File: src/rtl/fetch_unit.sv
// Instruction-fetch stage: owns the PC, fetches one word per step over a
// req/ready handshake and holds it for decode until the datapath advances.
//
// state | meaning
// ------+-------------------------------------------------------------
// RST   | first cycle after reset release, no request yet
// FETCH | imem_req high at pc, waiting for imem_ready
// HOLD  | instr valid for decode, waiting for advance to update pc
module fetch_unit #(
    parameter logic [31:0] RESET_PC = 32'h0000_0000
) (
    input  logic        clk,
    input  logic        reset,
    input  logic        advance,
    input  logic        pc_src,
    input  logic [1:0]  jump,
    input  logic [15:0] imm,
    input  logic [25:0] jump_target,
    input  logic [31:0] reg_target,
    output logic        imem_req,
    output logic [31:0] imem_addr,
    input  logic        imem_ready,
    input  logic [31:0] imem_rdata,
    output logic [31:0] pc,
    output logic [31:0] pc_plus4,
    output logic [31:0] instr,
    output logic        instr_valid,
    output logic        misalign_fault,
    output logic        illegal_jump,
    output logic [31:0] fetch_count
);

    typedef enum logic [1:0] {
        ST_RST   = 2'd0,
        ST_FETCH = 2'd1,
        ST_HOLD  = 2'd2
    } state_t;

    localparam logic [1:0] JMP_SEQ = 2'b00;
    localparam logic [1:0] JMP_J   = 2'b01;
    localparam logic [1:0] JMP_JR  = 2'b10;

    state_t      state;
    state_t      state_nxt;
    logic [31:0] next_pc;
    logic [31:0] branch_off;
    logic        fetch_done;
    logic        retire;
    logic        misalign_nxt;
    logic        illegal_nxt;

    assign pc_plus4   = pc + 32'd4;
    assign imem_addr  = pc;
    assign branch_off = {{14{imm[15]}}, imm, 2'b00};

    // pc_src is only consulted on the sequential/branch path, so an unknown
    // value during j/jr/illegal cannot reach pc.
    always_comb begin
        next_pc      = pc_plus4;
        misalign_nxt = 1'b0;
        illegal_nxt  = 1'b0;
        case (jump)
            JMP_J:   next_pc = {pc_plus4[31:28], jump_target, 2'b00};
            JMP_JR: begin
                next_pc      = {reg_target[31:2], 2'b00};
                misalign_nxt = (reg_target[1:0] != 2'b00);
            end
            JMP_SEQ: begin
                if (pc_src) begin
                    next_pc = pc_plus4 + branch_off;
                end
            end
            default: illegal_nxt = 1'b1;
        endcase
    end

    always_comb begin
        state_nxt  = state;
        imem_req   = 1'b0;
        fetch_done = 1'b0;
        retire     = 1'b0;
        case (state)
            ST_RST: state_nxt = ST_FETCH;
            ST_FETCH: begin
                imem_req = 1'b1;
                if (imem_ready) begin
                    fetch_done = 1'b1;
                    state_nxt  = ST_HOLD;
                end
            end
            ST_HOLD: begin
                if (advance) begin
                    retire    = 1'b1;
                    state_nxt = ST_FETCH;
                end
            end
            default: state_nxt = ST_RST;
        endcase
    end

    always_ff @(posedge clk or posedge reset) begin
        if (reset) begin
            state <= ST_RST;
        end else begin
            state <= state_nxt;
        end
    end

    always_ff @(posedge clk or posedge reset) begin
        if (reset) begin
            pc             <= RESET_PC;
            instr          <= 32'd0;
            instr_valid    <= 1'b0;
            misalign_fault <= 1'b0;
            illegal_jump   <= 1'b0;
            fetch_count    <= 32'd0;
        end else begin
            misalign_fault <= retire & misalign_nxt;
            illegal_jump   <= retire & illegal_nxt;
            if (fetch_done) begin
                instr       <= imem_rdata;
                instr_valid <= 1'b1;
            end
            if (retire) begin
                pc          <= next_pc;
                instr_valid <= 1'b0;
                fetch_count <= fetch_count + 32'd1;
            end
        end
    end

endmodule

File: config.mk
export PLATFORM = sky130hd
export DESIGN_NAME = fetch_unit
export DESIGN_NICKNAME = d
export VERILOG_FILES = /design/src/rtl/fetch_unit.sv
export SDC_FILE = /design/constraint.sdc
export NUM_CORES = 1
export LEC_CHECK = 0
export CAP_MARGIN = 20
export CORE_AREA = 2 2 182 166
export CTS_CLUSTER_SIZE = 10
export DETAILED_ROUTE_END_ITERATION = 10
export DIE_AREA = 0 0 184 168
export GPL_TIMING_DRIVEN = 1
export PLACE_DENSITY = 0.53
export SYNTH_ARGS = -nofsm -noshare
export SYNTH_HDL_FRONTEND = slang
export SYNTH_SLANG_ARGS = --single-unit
File: constraint.sdc
create_clock -name clk -period 3.9 [get_ports clk]
set_input_delay 1.17 -clock clk [delete_from_list [all_inputs] [get_ports clk]]
set_output_delay 1.17 -clock clk [all_outputs]
set_load 0.02 [all_outputs]
==> reports/summary.md, run 1 <==
The share of synthesized area occupied by flip-flops and latches was 0.344; the die outline width was 184 µm. After floorplanning, the core was divided into 60 placement rows. In this run the vertical extent of the chip is 168 µm. For the maximum buffer depth of the clock tree, the log shows 2.

The achievable clock frequency was 265 MHz. Between clock sinks in the finished design, the worst skew comes to 0.00926 ns. Among all flip-flop cells after synthesis, the most frequent one is sky130_fd_sc_hd__dfrtp_1. For the power consumption, the log shows 7960 µW. The worst register-to-register path begins at imem_addr[2]. The run gives 5 as the length of the first detailed-routing pass in iterations. For this run, the post-layout net count is 1273.

The via-per-instance ratio was 4.84. In this run, post-CTS hold repair placed 0 buffers. The critical path starts at imem_addr[2].

A synthesized cell averages 8.95 µm². Max-cap violations in this run came to 0. The power density over cell area is 715 mW/mm², and the fraction of synthesis flops using an asynchronous set or reset pin is 1.00. The total via count after detailed routing was 7249; the initial antenna violation count was 0.

Startpoint class of the critical path: a register. The H-tree was split into 3 levels. Setup violations remaining at the end of the flow were counted as 0. The worst slew slack as a fraction of its limit is 0.493, and the share of cells above drive strength 1 is 0.156. In this run, synthesis inferred 0 flip-flops with an integrated enable. The later pin in the worst-skew pair is clocked with a latency of 0.35 ns. After filler insertion, the fill cell instance count of the layout stands at 3023.

The floorplan step defined a die boundary enclosing 0.0309 mm². Clock transition at the register clock pins on the worst setup and hold paths after CTS: 0.07 ns. The via count of the first global-routing pass was 6976; the critical path arrival was 2.60 ns.

The count of nets left with antenna violations once routing finished came out at 0. At the end of routability-driven placement, the weighted congestion stood at 0.929. The total CTS buffers is 9, and the instance count after placement with tap cells included is 1479. The wire-length estimate of the detail-placed layout is 21900 µm. The first global-routing pass estimated 41000 µm of wire. The run gives 27300 µm as the routed wire length. The run gives 0 as the final-report max-slew violation count. The post-route fraction of the period consumed by the critical path is 0.967, and the synthesis-to-layout area growth is 54.5%.

For the number of top-level pins, the log shows 277. The largest net degree at the start of global routing was 64. Counting cells, the worst reg-to-reg path comes to 17. The slew at the pin closest to its max-slew limit is 0.754 ns, and the hold-critical path depth is 1. Input and output buffers added on the ports amount to 270. The synthesized netlist contains 75 unique library cells. During synthesis, Yosys emitted a total of 0 warnings. The cell area that synthesis handed to floorplanning was 0.00720 mm². Clock tree synthesis found a total of 99 sinks. Once layout is complete, the cells apart from fillers number 1499. The all-layer global routing usage was 0.172. The setup check on the worst reg-to-reg path leaves a slack of 0.20 ns. The core region is 0.0293 mm². For the starting density of the core, the log shows 0.246. The flip-flop and latch count after synthesis was 99; the number of antenna repair diodes was 0. Clock tree synthesis selected as its root buffer the cell sky130_fd_sc_hd__clkbuf_16. The worst register-to-register path ends at imem_addr[23]. The remaining global-route overflow came out at 0.

Setup repair after global routing left no endpoint under its margin. The cell count after synthesis came out at 804. The minimum clock period after layout is 3.77 ns. The peak ir drop on the vdd network is 0.272 mV, and the violation count after the first detailed-routing iteration is 427.

The flow ran to the end, and the final reports show no timing, DRC or antenna violations. The type of destination of the critical path was an output pin. Path type of the worst min-delay path: register to register. STA puts the critical path data required time at 2.73 ns. The final hold violation count came out at 0. TritonCTS built the clock tree. The critical path endpoint was pc_plus4[12]. Along the worst path, the maximum fanout reaches 7. After detailed routing, the average wire length per cell comes to 18.2 µm. The critical path in this run is classified as register to output pin. The cell leakage power came out at 0.00481 µW. The tools report the final routed DRC violation total as 0.
==> layout by cell type (no fill, tap or decap), types with 10 or more instances in the layout <==
cell type / netlist / final
sky130_fd_sc_hd__clkdlybuf4s50_1: 0 / 257
sky130_fd_sc_hd__dfrtp_1: 99 / 98
sky130_fd_sc_hd__buf_4: 36 / 97
sky130_fd_sc_hd__nand2_1: 84 / 84
sky130_fd_sc_hd__nor2_1: 69 / 67
sky130_fd_sc_hd__xnor2_1: 55 / 54
sky130_fd_sc_hd__a21oi_1: 52 / 52
sky130_fd_sc_hd__o21ai_0: 47 / 46
sky130_fd_sc_hd__ha_1: 37 / 37
sky130_fd_sc_hd__mux2_2: 33 / 33
sky130_fd_sc_hd__nand3_1: 25 / 25
sky130_fd_sc_hd__xor2_1: 23 / 21
sky130_fd_sc_hd__inv_1: 21 / 20
sky130_fd_sc_hd__nand4_1: 15 / 15
sky130_fd_sc_hd__a221oi_1: 13 / 13
sky130_fd_sc_hd__a21o_1: 13 / 13
sky130_fd_sc_hd__and3_1: 10 / 10
sky130_fd_sc_hd__nor3_1: 11 / 10
==> stage by stage <==
| stage | hold WS (ns) | instance area (µm²) | utilization | setup slack, ns | setup TNS, ns |
|---|---|---|---|---|---|
| floorplan | 0.487 | 7220 | - | 0.112 | 0 |
| global placement | 0.458 | 10700 | 0.366 | -0.295 | -1.34 |
| detailed placement | 0.465 | 10700 | 0.366 | -0.240 | -1.29 |
| CTS | 0.478 | 11000 | 0.377 | -0.0447 | -0.0447 |
| global route | 0.488 | 11100 | 0.380 | 0.0196 | 0 |
| finish | 0.470 | 11100 | 0.380 | 0.130 | 0 |
==> state kept, by name, indices dropped and copies added, names as in the netlist <==
| name | cells |
|---|---|
| fetch_count | 32 |
| instr | 32 |
| imem_addr | 30 |
| state | 2 |
| illegal_jump | 1 |
| instr_valid | 1 |
| misalign_fault | 1 |
==> area by class of cell <==
cell class,count,area (µm²),area share
Multi-Input combinational cell,623,4340,0.390
Tap cell,372,465,0.0419
Timing Repair Buffer,368,3460,0.312
Sequential cell,99,2480,0.223
Inverter,21,81.3,0.00731
Clock inverter,7,65.1,0.00585
Clock buffer,9,225,0.0203
==> Yosys cell counts (5+ instances only) <==
cell type / n / area share
sky130_fd_sc_hd__xnor2_1: 55 / 0.067
sky130_fd_sc_hd__clkbuf_1: 24 / 0.013
sky130_fd_sc_hd__mux2_2: 33 / 0.052
sky130_fd_sc_hd__nand4_1: 15 / 0.013
sky130_fd_sc_hd__xor2_1: 23 / 0.028
sky130_fd_sc_hd__o211ai_1: 5 / 0.0052
sky130_fd_sc_hd__a21oi_1: 52 / 0.036
sky130_fd_sc_hd__o21bai_1: 5 / 0.0052
sky130_fd_sc_hd__ha_1: 37 / 0.064
sky130_fd_sc_hd__and3_1: 10 / 0.0087
sky130_fd_sc_hd__nand3_1: 25 / 0.017
sky130_fd_sc_hd__inv_1: 21 / 0.011
sky130_fd_sc_hd__a21o_1: 13 / 0.014
sky130_fd_sc_hd__a211oi_1: 8 / 0.0083
sky130_fd_sc_hd__nand2b_1: 5 / 0.0043
sky130_fd_sc_hd__and2_1: 5 / 0.0043
sky130_fd_sc_hd__o22ai_1: 6 / 0.0052
sky130_fd_sc_hd__a221oi_1: 13 / 0.016
sky130_fd_sc_hd__buf_4: 36 / 0.038
sky130_fd_sc_hd__nor2_1: 69 / 0.036
sky130_fd_sc_hd__nor3_1: 11 / 0.0076
sky130_fd_sc_hd__o21ai_0: 47 / 0.033
sky130_fd_sc_hd__nand2_1: 84 / 0.044
sky130_fd_sc_hd__nor2b_1: 5 / 0.0043
sky130_fd_sc_hd__dfrtp_1: 99 / 0.34
sky130_fd_sc_hd__a31oi_1: 8 / 0.0070
==> cell families after synthesis <==
logic type	Yosys count	synth area share
and+or+nand+nor	261	0.182
muxes	39	0.0635
AOI/OAI and AO/OA	201	0.182
adders and majority gates	38	0.0671
DFF	99	0.344
buffers and inverters	87	0.0654
xor gates and xnor gates	78	0.0949
other	1	0.000521
==> routing by layer <==
metal | track usage | routed length (µm)
met1 | 0.243 | 13000
met2 | 0.272 | 12200
met3 | 0.0234 | 1520
met4 | 0.0543 | 560
met5 | 0 | 0
==> what timing repair did <==
item | CTS | global route
resized for setup | 11 | 16
pin swaps | 2 | 2
gates cloned | 0 | 0
endpoints found under the setup margin | 17 | 19
buffers inserted | 2 | 2
==> worst min path at each step <==
| stage | startpoint | slack [ns] | endpoint |
|---|---|---|---|
| floorplan | state[0] | 0.49 | state[1] |
| finish | fetch_count[31] | 0.47 | fetch_count[31] |
| global route | fetch_count[31] | 0.49 | fetch_count[31] |
| CTS | fetch_count[31] | 0.48 | fetch_count[31] |
| detailed placement | fetch_count[31] | 0.47 | fetch_count[31] |
| global placement | fetch_count[31] | 0.46 | fetch_count[31] |
==> report_power, final <==
group / internal (µW) / switching, µW
clock network: 445 / 447
registers: 1370 / 268
logic: 2570 / 2860
total: 4380 / 3570
==> worst max-delay path, cell delays in order, from the launching register on <==
cell,delay [ns]
sky130_fd_sc_hd__dfrtp_2,0.44
sky130_fd_sc_hd__ha_1,0.20
sky130_fd_sc_hd__nand4_1,0.10
sky130_fd_sc_hd__buf_4,0.18
sky130_fd_sc_hd__nor2_4,0.13
sky130_fd_sc_hd__nand2_1,0.13
sky130_fd_sc_hd__xnor2_2,0.28
sky130_fd_sc_hd__buf_4,0.18
sky130_fd_sc_hd__clkdlybuf4s50_1,0.61
No activity file was read; power rests on OpenSTA's default activity.
==> run 2: changes to the inputs <==
--- a/config.mk
+++ b/config.mk
@@ -5,7 +5,6 @@
 export SDC_FILE = /design/constraint.sdc
 export NUM_CORES = 1
 export LEC_CHECK = 0
-export CAP_MARGIN = 20
 export CORE_AREA = 2 2 182 166
 export CTS_CLUSTER_SIZE = 10
 export DETAILED_ROUTE_END_ITERATION = 10
==> results of run 2 <==
No change in the layout: final DEF, timing and power equal those of run 1.
